`src/rtl/riscv_mem_arbiter_if.sv`:
```
// CPU/host request ports and RAM port of the shared program/data RAM arbiter.
// master = SOC side (requesters and RAM array), slave = arbiter.
interface riscv_mem_arbiter_if #(
  parameter int ADDR_W = 8
);
  logic              cpu_req;
  logic [31:0]       cpu_addr;
  logic [3:0]        cpu_wmask;
  logic [31:0]       cpu_wdata;
  logic [31:0]       cpu_rdata;
  logic              cpu_done;

  logic              host_req;
  logic [31:0]       host_addr;
  logic [3:0]        host_wmask;
  logic [31:0]       host_wdata;
  logic [31:0]       host_rdata;
  logic              host_done;

  logic              mem_en;
  logic [ADDR_W-1:0] mem_addr;
  logic [3:0]        mem_wmask;
  logic [31:0]       mem_wdata;
  logic [31:0]       mem_rdata;

  logic              addr_err;
  logic              busy;

  modport master (
    output cpu_req, cpu_addr, cpu_wmask, cpu_wdata,
    input  cpu_rdata, cpu_done,
    output host_req, host_addr, host_wmask, host_wdata,
    input  host_rdata, host_done,
    input  mem_en, mem_addr, mem_wmask, mem_wdata,
    output mem_rdata,
    input  addr_err, busy
  );

  modport slave (
    input  cpu_req, cpu_addr, cpu_wmask, cpu_wdata,
    output cpu_rdata, cpu_done,
    input  host_req, host_addr, host_wmask, host_wdata,
    output host_rdata, host_done,
    output mem_en, mem_addr, mem_wmask, mem_wdata,
    input  mem_rdata,
    output addr_err, busy
  );
endinterface

```
`src/rtl/riscv_mem_arbiter.sv`:
```
// Two-requester arbiter for the single-port RAM, fixed CPU priority with host starvation guard.
// One access per 3 cycles: grant edge -> mem strobe -> done pulse; requesters hold req until done.
module riscv_mem_arbiter #(
  parameter int ADDR_W   = 8,
  parameter int MAX_WAIT = 4
) (
  input logic                clkd,
  input logic                RESET,
  riscv_mem_arbiter_if.slave bus
);
  typedef enum logic [1:0] {
    IDLE   = 2'd0,
    ACCESS = 2'd1,
    RESP   = 2'd2
  } state_t;

  localparam int WAIT_W = $clog2(MAX_WAIT + 1);
  localparam logic [WAIT_W-1:0] WAIT_MAX = WAIT_W'(MAX_WAIT);

  state_t            state, state_nxt;
  logic              owner_host;
  logic [WAIT_W-1:0] wait_cnt;
  logic              lat_rd;
  logic              lat_err;

  logic              mem_en_q;
  logic [ADDR_W-1:0] mem_addr_q;
  logic [3:0]        mem_wmask_q;
  logic [31:0]       mem_wdata_q;

  logic              cpu_done_q, host_done_q, addr_err_q;
  logic [31:0]       cpu_rdata_q, host_rdata_q;

  logic              any_req;
  logic              grant_host;
  logic [31:0]       sel_addr;
  logic [3:0]        sel_wmask;
  logic [31:0]       sel_wdata;
  logic              sel_in_range;
  logic [31:0]       resp_data;
  logic              unused_bits;

  always_ff @(posedge clkd) begin
    if (!RESET) state <= IDLE;
    else        state <= state_nxt;
  end

  always_comb begin
    state_nxt = state;
    case (state)
      IDLE:    if (any_req) state_nxt = ACCESS;
      ACCESS:  state_nxt = RESP;
      RESP:    state_nxt = IDLE;
      default: state_nxt = IDLE;
    endcase
  end

  always_comb begin
    any_req      = bus.cpu_req || bus.host_req;
    grant_host   = bus.host_req && (!bus.cpu_req || wait_cnt == WAIT_MAX);
    sel_addr     = grant_host ? bus.host_addr  : bus.cpu_addr;
    sel_wmask    = grant_host ? bus.host_wmask : bus.cpu_wmask;
    sel_wdata    = grant_host ? bus.host_wdata : bus.cpu_wdata;
    sel_in_range = (sel_addr[31:ADDR_W+2] == '0);
    resp_data    = (lat_rd && !lat_err) ? bus.mem_rdata : 32'd0;
  end

  // Byte-offset bits never reach the word-addressed RAM.
  assign unused_bits = ^sel_addr[1:0];

  always_ff @(posedge clkd) begin
    if (!RESET) begin
      owner_host   <= 1'b0;
      wait_cnt     <= '0;
      lat_rd       <= 1'b0;
      lat_err      <= 1'b0;
      mem_en_q     <= 1'b0;
      mem_addr_q   <= '0;
      mem_wmask_q  <= 4'd0;
      mem_wdata_q  <= 32'd0;
      cpu_done_q   <= 1'b0;
      host_done_q  <= 1'b0;
      addr_err_q   <= 1'b0;
      cpu_rdata_q  <= 32'd0;
      host_rdata_q <= 32'd0;
    end else begin
      mem_en_q    <= 1'b0;
      mem_addr_q  <= '0;
      mem_wmask_q <= 4'd0;
      mem_wdata_q <= 32'd0;
      cpu_done_q  <= 1'b0;
      host_done_q <= 1'b0;
      addr_err_q  <= 1'b0;
      case (state)
        IDLE: begin
          if (any_req) begin
            owner_host <= grant_host;
            lat_rd     <= (sel_wmask == 4'd0);
            lat_err    <= !sel_in_range;
            // host_req with a CPU grant implies both were requesting
            if (grant_host)
              wait_cnt <= '0;
            else if (bus.host_req && wait_cnt != WAIT_MAX)
              wait_cnt <= wait_cnt + 1'b1;
            if (sel_in_range) begin
              mem_en_q    <= 1'b1;
              mem_addr_q  <= sel_addr[ADDR_W+1:2];
              mem_wmask_q <= sel_wmask;
              mem_wdata_q <= sel_wdata;
            end
          end
        end
        ACCESS: begin
          cpu_done_q  <= !owner_host;
          host_done_q <= owner_host;
          addr_err_q  <= lat_err;
        end
        RESP: begin
          if (owner_host) host_rdata_q <= resp_data;
          else            cpu_rdata_q  <= resp_data;
        end
        default: ;
      endcase
    end
  end

  // RAM data arrives during the done cycle, so it is forwarded then and held afterwards.
  assign bus.cpu_rdata  = cpu_done_q  ? resp_data : cpu_rdata_q;
  assign bus.host_rdata = host_done_q ? resp_data : host_rdata_q;
  assign bus.cpu_done   = cpu_done_q;
  assign bus.host_done  = host_done_q;
  assign bus.mem_en     = mem_en_q;
  assign bus.mem_addr   = mem_addr_q;
  assign bus.mem_wmask  = mem_wmask_q;
  assign bus.mem_wdata  = mem_wdata_q;
  assign bus.addr_err   = addr_err_q;
  assign bus.busy       = (state != IDLE);
endmodule
```
`src/flat_wrapper.sv`:
```
// flat-port wrapper written by rule: the top's interface ports become plain ports
module riscv_mem_arbiter_flat 
#(
  parameter int ADDR_W   = 8,
  parameter int MAX_WAIT = 4
)
  (clkd, RESET, bus_cpu_req, bus_cpu_addr, bus_cpu_wmask, bus_cpu_wdata, bus_cpu_rdata, bus_cpu_done, bus_host_req, bus_host_addr, bus_host_wmask, bus_host_wdata, bus_host_rdata, bus_host_done, bus_mem_en, bus_mem_addr, bus_mem_wmask, bus_mem_wdata, bus_mem_rdata, bus_addr_err, bus_busy);
  riscv_mem_arbiter_if #(.ADDR_W(ADDR_W)) bus_i ();
  input logic clkd;
  input logic RESET;
  input wire logic [$bits(bus_i.cpu_req)-1:0] bus_cpu_req;
  input wire logic [$bits(bus_i.cpu_addr)-1:0] bus_cpu_addr;
  input wire logic [$bits(bus_i.cpu_wmask)-1:0] bus_cpu_wmask;
  input wire logic [$bits(bus_i.cpu_wdata)-1:0] bus_cpu_wdata;
  output wire logic [$bits(bus_i.cpu_rdata)-1:0] bus_cpu_rdata;
  output wire logic [$bits(bus_i.cpu_done)-1:0] bus_cpu_done;
  input wire logic [$bits(bus_i.host_req)-1:0] bus_host_req;
  input wire logic [$bits(bus_i.host_addr)-1:0] bus_host_addr;
  input wire logic [$bits(bus_i.host_wmask)-1:0] bus_host_wmask;
  input wire logic [$bits(bus_i.host_wdata)-1:0] bus_host_wdata;
  output wire logic [$bits(bus_i.host_rdata)-1:0] bus_host_rdata;
  output wire logic [$bits(bus_i.host_done)-1:0] bus_host_done;
  output wire logic [$bits(bus_i.mem_en)-1:0] bus_mem_en;
  output wire logic [$bits(bus_i.mem_addr)-1:0] bus_mem_addr;
  output wire logic [$bits(bus_i.mem_wmask)-1:0] bus_mem_wmask;
  output wire logic [$bits(bus_i.mem_wdata)-1:0] bus_mem_wdata;
  input wire logic [$bits(bus_i.mem_rdata)-1:0] bus_mem_rdata;
  output wire logic [$bits(bus_i.addr_err)-1:0] bus_addr_err;
  output wire logic [$bits(bus_i.busy)-1:0] bus_busy;
  assign bus_i.cpu_req = bus_cpu_req;
  assign bus_i.cpu_addr = bus_cpu_addr;
  assign bus_i.cpu_wmask = bus_cpu_wmask;
  assign bus_i.cpu_wdata = bus_cpu_wdata;
  assign bus_cpu_rdata = bus_i.cpu_rdata;
  assign bus_cpu_done = bus_i.cpu_done;
  assign bus_i.host_req = bus_host_req;
  assign bus_i.host_addr = bus_host_addr;
  assign bus_i.host_wmask = bus_host_wmask;
  assign bus_i.host_wdata = bus_host_wdata;
  assign bus_host_rdata = bus_i.host_rdata;
  assign bus_host_done = bus_i.host_done;
  assign bus_mem_en = bus_i.mem_en;
  assign bus_mem_addr = bus_i.mem_addr;
  assign bus_mem_wmask = bus_i.mem_wmask;
  assign bus_mem_wdata = bus_i.mem_wdata;
  assign bus_i.mem_rdata = bus_mem_rdata;
  assign bus_addr_err = bus_i.addr_err;
  assign bus_busy = bus_i.busy;
  riscv_mem_arbiter #(.ADDR_W(ADDR_W), .MAX_WAIT(MAX_WAIT)) u_core (.clkd(clkd), .RESET(RESET), .bus(bus_i));
endmodule
```
`config.mk`:
```
export PLATFORM = sky130hd
export DESIGN_NAME = riscv_mem_arbiter_flat
export DESIGN_NICKNAME = d
export VERILOG_FILES = /design/src/rtl/riscv_mem_arbiter_if.sv /design/src/rtl/riscv_mem_arbiter.sv /design/src/flat_wrapper.sv
export SDC_FILE = /design/constraint.sdc
export NUM_CORES = 1
export LEC_CHECK = 0
export CAP_MARGIN = 30
export CORE_UTILIZATION = 41
export DETAILED_ROUTE_END_ITERATION = 8
export GPL_TIMING_DRIVEN = 0
export PLACE_DENSITY = 0.79
export SETUP_SLACK_MARGIN = 0.1
export SYNTH_ARGS = -nofsm -noshare
export SYNTH_HDL_FRONTEND = slang
export SYNTH_SLANG_ARGS = --single-unit
```
`constraint.sdc`:
```
create_clock -name clkd -period 2.9 [get_ports clkd]
set_input_delay 0.725 -clock clkd [delete_from_list [all_inputs] [get_ports clkd]]
set_output_delay 0.725 -clock clkd [all_outputs]
set_load 0.01 [all_outputs]
```
* After elaboration in Yosys (flattened, before gate mapping)
Cells that the tools add are included.
Storage, ports and cells: register bits 120, latch bits 0, memory bits (writable) 0, memory bits (read-only) 0, output and inout bits 113, logic and storage cells 53, memories 0
Operators by class: add/sub/neg operators 1, multipliers 0, div/mod/pow operators 0, magnitude comparators 0, equality and inequality tests 5, shift operators 0, muxes and demuxes 11, bitwise gates (word level) 1, reductions and logical operators 21
Operator list (count):
- 32-bit 2-to-1 mux | 5
- 22-bit logical NOT | 1
- 2-bit AND reduction | 4
- 3-bit 2-to-1 mux | 2
- 3-bit AND reduction | 2
- 1-bit logical NOT | 4
- 4-bit logical NOT | 1
- 4-bit 2-to-1 mux | 1
- 2-bit case mux with 2 select lines | 1
- 4-bit AND reduction | 1
- 2-bit nonzero test | 2
- 3-bit by 1-bit adder with 3-bit output (second input constant) | 1
- 3-bit == test (second input constant) | 1
- 1-bit logical AND | 3
- 3-bit inequality test (second input constant) | 1
- 2-bit by 1-bit == test with 1-bit output (second input constant) | 1
- 2-bit == test (second input constant) | 1
- 2-bit logical NOT | 1
- 1-bit logical OR | 2
- 2-bit 2-to-1 mux | 1
- 2-bit by 1-bit inequality test with 1-bit output (second input constant) | 1
- 1-bit 2-to-1 mux | 1
- 1-bit inverter | 1

* Depth between registers and ports, before layout
Gate-level depths: netlist of the first run.
word-level depth 6, depth in mapped cells 9

* Worst setup path before layout of the first run
No wires, ideal clock.
kind input to register, from input bus_cpu_addr[16], to register u_core.lat_err, arrival 2.151 ns, required time 2.783 ns, slack 0.632 ns, cell stages on the path 6, buffers on the path 2, path through or4_4 a2111oi_4 o2bb2a_4 buf_6 buf_8 o2bb2ai_1
Between the ends: word-level cells in the longest chain between the ends 3
Ends and longest elaborated chain:
- from (decl) | line flat_wrapper.sv:12 | input wire logic [$bits(bus_i.cpu_addr)-1:0] bus_cpu_addr;
- 32-bit 2-to-1 mux | line riscv_mem_arbiter.sv:61 | sel_addr = grant_host ? bus.host_addr : bus.cpu_addr;
- 22-bit logical NOT | line riscv_mem_arbiter.sv:64 | sel_in_range = (sel_addr[31:ADDR_W+2] == '0);
- 1-bit logical NOT | line riscv_mem_arbiter.sv:99 | lat_err <= !sel_in_range;
- to (signal assigned) | line riscv_mem_arbiter.sv:99
- to (decl) | line riscv_mem_arbiter.sv:24 | logic lat_err;
Every way passes these cells. A chain may end at the register's enable or synchronous reset.

* Worst setup path in the final report of the first run
from register u_core.host_done_q (netlist: u_core.bus.host_done), to output bus_host_rdata[30]
Between the ends: word-level cells in the longest chain between the ends 1
Ends and longest elaborated chain:
- from (decl) | line riscv_mem_arbiter.sv:31 | logic cpu_done_q, host_done_q, addr_err_q;
- from (signal assigned) | line riscv_mem_arbiter.sv:115 | host_done_q <= owner_host;
- 32-bit 2-to-1 mux | line riscv_mem_arbiter.sv:129 | assign bus.host_rdata = host_done_q ? resp_data : host_rdata_q;
- to (decl) | line flat_wrapper.sv:21 | output wire logic [$bits(bus_i.host_rdata)-1:0] bus_host_rdata;
Every way passes these cells.

==> results of run 1 <==
==> final cells by class <==
| cell class | count | area [um^2] | share of cell area [%] |
|---|---|---|---|
| Clock buffer | 22 | 484.2 | 5.132 |
| Inverter | 70 | 262.8 | 2.785 |
| Multi-Input combinational cell | 461 | 2755 | 29.20 |
| Clock inverter | 8 | 72.57 | 0.7691 |
| Tap cell | 176 | 220.2 | 2.334 |
| Buffer | 61 | 360.3 | 3.819 |
| Timing Repair Buffer | 280 | 2878 | 30.50 |
| Sequential cell | 120 | 2402 | 25.46 |
==> path summary, 6_finish.rpt <==
check / end
min reg2reg: u_core.cpu_rdata_q[3]
max: bus_host_rdata[30]
min: u_core.cpu_rdata_q[3]
max reg2reg: u_core.bus.mem_wdata[26]
==> routing by layer <==
layer	track usage, %	part of all wire, %	vias to the layer above
met5	0	0	-
met4	8.516	1.7	0
met3	6.511	7.4	27
met2	49.32	51	272
met1	31.73	40	2883
li1	-	-	3031
==> critical path, cell delays in order (launching register included) <==
cell,delay (ps)
dfxtp_1,380
clkbuf_2,240
clkbuf_1,370
o21ai_0,210
dlygate4sd2_1,330
==> power by group through the flow <==
stage	clock network (mW)	registers [mW]	logic, mW
floorplan	0	1.70	0.207
global placement	0	1.71	0.548
detailed placement	0	1.71	0.550
CTS	1.98	1.67	0.565
global route	2.04	1.67	0.605
finish	1.96	1.67	0.567
==> state kept, by name, summed over array words and instances, names as in the netlist <==
signal                count
u_core.bus.host_done      1
u_core.wait_cnt           3
u_core.bus.mem_wmask      4
u_core.lat_err            1
u_core.lat_rd             1
u_core.cpu_rdata_q       32
u_core.owner_host         1
u_core.bus.addr_err       1
u_core.bus.mem_addr       8
u_core.bus.mem_wdata     32
u_core.bus.mem_en         1
u_core.host_rdata_q      32
u_core.state              2
u_core.bus.cpu_done       1
==> Yosys cell counts (all sizes together) <==
cell type and number:
nand2 67, buf 14, or4 1, o2bb2ai 1, nand4 2, a21bo 1
o22ai 1, clkbuf 47, and4 1, o2bb2a 1, clkinv 1, nand3b 3
o21a 1, a2111oi 1, nor2 8, and2 4, nor3b 3, ha 2
inv 69, a22oi 1, a211oi 1, nor4 11, nor3 45, nand3 128
o21ai 65, mux2i 45, or3b 1, dfxtp 120, a21oi 66, nor2b 1
==> what timing repair did <==
item / in CTS / in global routing
endpoints found under the hold margin: 0 / 0
setup endpoints to repair: 64 / 42
gates cloned: 0 / 0
resized for setup: 54 / 42
hold buffers: 0 / 0
==> logic make-up after synthesis <==
family	Yosys count
AO/OA/AOI/OAI	139
AND/OR/NAND/NOR	275
buffers and inverters	131
adder cells (fa/ha/maj)	2
flip-flops	120
multiplexers	45
==> results by group, run 1 <==
Route
  • Vias post-DR: 6213
  • Via density: ~5.2
  • DRT Pass-1 Iters: 6
  • Antenna Violating Nets Remaining: 0
  • Average wire per standard cell: 16.57 um
  • Remaining DRCs: 0
  • Iter 0 DRT Violations: 421
  • Routed Wire Length: about 20000 um

Die
  • Die area: 0.01443 mm^2
  • DIE HEIGHT: 120.1 um
  • Die X: 120.1 um
  • Site Rows: 42
  • Ports: 285
  • Initial Utilization: 42.68%
  • Core Area: 0.01340 mm^2

Synth
  • Compound-Gate Fraction of Synth Area: 13.13%
  • Syn nets: 886
  • Adder-cell share of the synthesized area: 0.4375%
  • Cell variety after synth: 36
  • Total of warnings raised by yosys: 0
  • Cell area after synthesis: 0.005719 mm^2
  • Synth Register Bits: 120
  • Post-Synth XOR/XNOR Area: 0%
  • Area contributors post-synth: dfxtp_1, nand3_1, mux2i_1, nor3_2, a21oi_1
  • Mux cell area share after synthesis: 7.876%
  • Syn Area/Cell: about 8.0 um^2
  • Top cell type's share of synthesized area: 42.00%
  • Post-Synth Simple-Gate Area: 26.69%
  • Share of the yosys chip area belonging to registers: a little over two fifths
  • Cell accounting for the most synthesized area: dfxtp_1
  • Main combinational cell family by area after synthesis: simple AND/OR/NAND/NOR gates
  • Cells after Synth: about 710

CTS
  • Clk buf depth: 2
  • Clock Sinks: between 100 and 150
  • Number of buffers created by CTS: 17
  • Clk Latency, worst-skew pair: 410 ps
  • CTS tree: done
  • CTS root buf: clkbuf_16
  • H-tree Lvls: 4
  • Clk slew on worst S/H paths: 60 ps
  • Postcts setup bufs: 0

Global routing
  • Vias in the first global route: ~5.8k
  • Global-route wire length before repair: between 30000 and 40000 um
  • Remaining global-route overflow: 0
  • GRT Util Overall: 27.40%
  • Largest net degree at the start of global routing: 17
  • Initial antenna violation count: 0

Worst hold path
  • Hold Startpoint: u_core.cpu_rdata_q[3]
  • Hold Crit Depth: 2
  • Tightest Hold Check Type: reg2reg

Finish
  • Fin nets: 1185
  • Cell area after layout: around 0.0094 mm^2
  • Cell Count, Final, Fillers Out: 1198
  • Most frequent cells in the layout: clkdlybuf4s50_1, nand3_1, dfxtp_1
  • Area delta synth->final: 64.97%
  • Fill count: roughly 1.1k
  • Fraction of layout instances using a drive strength above 1: 9.785%
  • Most common cell after layout, fill and taps aside: clkdlybuf4s50_1
  • Ant diodes: 0
  • Core Util, Final: 70.41%

Power
  • Pwr/cell area: 445.2 mW/mm^2
  • Combinational share of power: 13.5%
  • Clk network pwr share: between 40% and 50%
  • Static leakage: 4.146 nW
  • P_int: 3.207 mW
  • Peak supply drop: roughly 0.00033 V
  • Tot Pwr: 4.201 mW
  • Sw Share: 23.64%
  • P_sw: 0.9931 mW
  • Sequential Power Share: about two fifths

Timing
  • Slew margin rel.: 42.76%
  • Final Skew: 9.916 ps
  • Worst setup margin: 243.6 ps
  • Tmin final: 2656 ps
  • Fin. max-slew vios: 0
  • Final Cycle Share: about nine tenths
  • Setup Viol. Count Final: 0
  • Fmax: 376.5 MHz
  • Worst-Margin Slew: between 800 and 900 ps
  • Final hold vios: 0
  • Setup_tns: 0 ps
  • Hold slack final: 453.7 ps
  • Unrepaired setup endpoints after global routing: no

Critical path
  • Crit path kind: reg2out
  • Crit start category: flop
  • Worst setup EP type: output port
  • Launch point of the worst path: u_core.bus.host_done
  • Register-to-Register Path Depth: 8
  • R2R Setup Slk: 630 ps
  • Worst r2r src: u_core.wait_cnt[0]
  • Arrival time worst endpoint: 1930 ps
  • CP max FO: 10
  • CP Data Required Time: between 2000 and 2500 ps

Placed design
  • Post-DP HPWL: between 15000 and 20000 um
  • Placement-stage cell area: 0.008742 mm^2
  • GP Congestion: 0.8856
  • I/O Buffers: 280
  • Pre-CTS setup slack: 8.071 ps
  • Placed Cells: 1168

Run status
  • Status: complete, no violations

Job
  • Total of max-cap violations: 0
No activity file was read; power rests on OpenSTA's default activity.
==> inputs of run 2 (changes only) <==
CORE_UTILIZATION = 43   (was 41)
PLACE_DENSITY = 0.82   (was 0.79)
clock period = 3.1 ns   (was 2.9 ns; I/O delays follow)
==> run 2 against run 1 <==
  * Worst hold slack barely moved
  * Clock skew fell by 0.70 ps
  * Via count rose by 1.3%
  * Register-to-register slack improved by 250 ps
  * Final area rose by 1.2%
  * Global-route usage rose by 1.4 points
  * First-iteration DRC count rose by 30%
  * Power rose by 4.3%
  * Sequential power fell by 7%
  * Critical endpoint is now bus_host_rdata[2]
==> results by group, run 2 (same netlist as run 1, synthesis figures left out) <==
CTS
  • Clk Latency, worst-skew pair: 420 ps (about the same)
  • Hold buffer count at CTS: 0 (unchanged)
  • Clock Sinks: 120 (unchanged)
  • H-tree Lvls: 4 (unchanged)
  • CTS tree: done
  • CTS root buf: clkbuf_16
  • Number of buffers created by CTS: 17 (unchanged)
  • Clk slew on worst S/H paths: 60 ps (about the same)
  • Clk buf depth: 2 (unchanged)

Route
  • Vias post-DR: 6294 (+1.3%)
  • Via density: 5.236 (+0.97%)
  • Average wire per standard cell: 16.78 um (+1.2%)
  • DRT Pass-1 Iters: 5 (-1)
  • Routed Wire Length: 20170 um (+1.6%)
  • Remaining DRCs: 0 (unchanged)
  • Iter 0 DRT Violations: 546 (+30%)
  • Antenna Violating Nets Remaining: 0 (unchanged)

Finish
  • Cell area after layout: 0.009545 mm^2 (+1.2%)
  • Area delta synth->final: 66.90%
  • Seq. cell area: 0.002402 mm^2 (unchanged)
  • Most common cell after layout, fill and taps aside: clkdlybuf4s50_1
  • Fill count: 947 (-16%)
  • Most frequent cells in the layout: clkdlybuf4s50_1, nand3_1, dfxtp_1
  • Fin nets: 1191 (+0.51%)
  • Cell Count, Final, Fillers Out: 1202 (+0.33%)
  • Fraction of layout instances using a drive strength above 1: 10.29% (+0.51 points)
  • Ant diodes: 0 (unchanged)
  • Footprint of the multi-input gates: 0.002753 mm^2 (about the same)

Power
  • Static leakage: 3.667 nW (-12%)
  • Tot Pwr: 4.382 mW (+4.3%)
  • Peak supply drop: 0.0002823 V (-14%)
  • Pwr/cell area: 459.1 mW/mm^2 (+3.1%)

Placed design
  • GP Congestion: 0.8643 (-2.4%)
  • Pre-CTS setup slack: 137.8 ps (+129.8 ps)
  • I/O Buffers: 280 (unchanged)
  • Placed Cells: 1164 (-0.34%)
  • Post-DP HPWL: 15150 um (-0.30%)
  • Placement-stage cell area: 0.008737 mm^2 (about the same)

Global routing
  • Largest net degree at the start of global routing: 17 (unchanged)
  • Vias in the first global route: 6026 (+3.3%)
  • Global-route wire length before repair: 31310 um (+3.5%)
  • Initial antenna violation count: 0 (unchanged)
  • GRT Util Overall: 28.83% (+1.4 points)
  • Remaining global-route overflow: 0 (unchanged)

Die
  • Die X: 117.3 um (-2.3%)
  • Initial Utilization: 44.77% (+2.1 points)
  • DIE HEIGHT: 117.3 um (-2.3%)
  • Die area: 0.01377 mm^2 (-4.6%)
  • Core Area: 0.01277 mm^2 (-4.7%)
  • Ports: 285 (unchanged)
  • Site Rows: 41 (-2.4%)

Timing
  • Fmax: 332.6 MHz
  • Fin. max-slew vios: 0 (unchanged)
  • Worst-Margin Slew: 856.7 ps (-0.07135 ps)
  • Final hold vios: 0 (unchanged)
  • Tmin final: 3007 ps
  • Setup_tns: 0 ps (unchanged)
  • Final Cycle Share: 96.99%
  • Worst setup margin: 93.29 ps (-150.3 ps)
  • Setup Viol. Count Final: 0 (unchanged)
  • Unrepaired setup endpoints after global routing: no
  • Slew margin rel.: 42.76% (about the same)
  • Final Skew: 9.212 ps (-0.7039 ps)

Critical path
  • Crit start category: input port
  • Arrival time worst endpoint: 2230 ps (+300 ps)
  • Worst setup EP type: output port
  • CP max FO: 4 (-6)
  • CP Data Required Time: 2320 ps (+150 ps)
  • Crit path kind: in2out

Worst hold path
  • Tightest Hold Check Type: reg2reg

Job
  • Total of max-cap violations: 0 (unchanged)

Run status
  • Status: complete, no violations
## run 2: cell count changes in the layout (fill, tap and decap cells not counted), moves of 4 or more
cell / previous run / this run
clkdlybuf4s50_1: 214 / 261
buf_4: 0 / 8
dlygate4sd2_1: 24 / 2
clkbuf_8: 6 / 2
bufinv_16: 1 / 6
dlymetal6s2s_1: 42 / 17
## run 2: cell type report
class,count,area share (%)
Buffer,61,3.618
Clock buffer,21,4.824
Clock inverter,11,2.294
Inverter,70,2.753
Multi-Input combinational cell,461,28.84
Sequential cell,120,25.17
Tap cell,172,2.255
Timing Repair Buffer,286,30.25
## run 2: worst paths after layout
kind,end,slack [ps],depth (start not counted),startpoint
max,bus_host_rdata[2],90,4,bus_mem_rdata[2]
min,u_core.host_rdata_q[15],450,2,u_core.host_rdata_q[15]
max reg2reg,u_core.bus.mem_wmask[1],880,8,u_core.wait_cnt[0]
min reg2reg,u_core.host_rdata_q[15],450,2,u_core.host_rdata_q[15]
## run 2: worst max-delay path: stages
cell,delay (ps)
clkdlybuf4s50_1,600
nand3_1,110
o21ai_0,150
clkdlybuf4s50_1,600
## run 2: what timing repair did
item | in CTS | in global routing
gates resized for setup | 26 | 23
endpoints found under the setup margin | 64 | 60
buffers inserted | 0 | 6
## run 2: where the power goes
| group | total [mW] | internal (mW) | leakage [nW] | switching [mW] |
|---|---|---|---|---|
| Combinational | 0.541 | 0.282 | 2.37 | 0.259 |
| Sequential | 1.56 | 1.55 | 0.968 | 0.00929 |
| Clock | 2.28 | 1.55 | 0.327 | 0.724 |
| Total | 4.38 | 3.39 | 3.67 | 0.992 |
## run 2: through the flow
step	utilization (%)	hold slack, ps
5_1_grt	74.73	467.0
6_report	74.73	453.7
3_3_place_gp	68.40	442.1
3_5_place_dp	68.40	446.3
2_1_floorplan	-	436.3
4_1_cts	74.01	454.2
## run 2: routing by layer
metal	wire length, um	up-vias	track usage [%]	share of wire [%]
li1	-	3047	-	-
met1	7907	2890	32.71	39
met2	10260	309	51.33	51
met3	1405	48	7.053	7.0
met4	588	0	11.77	2.9
met5	0	-	0	0
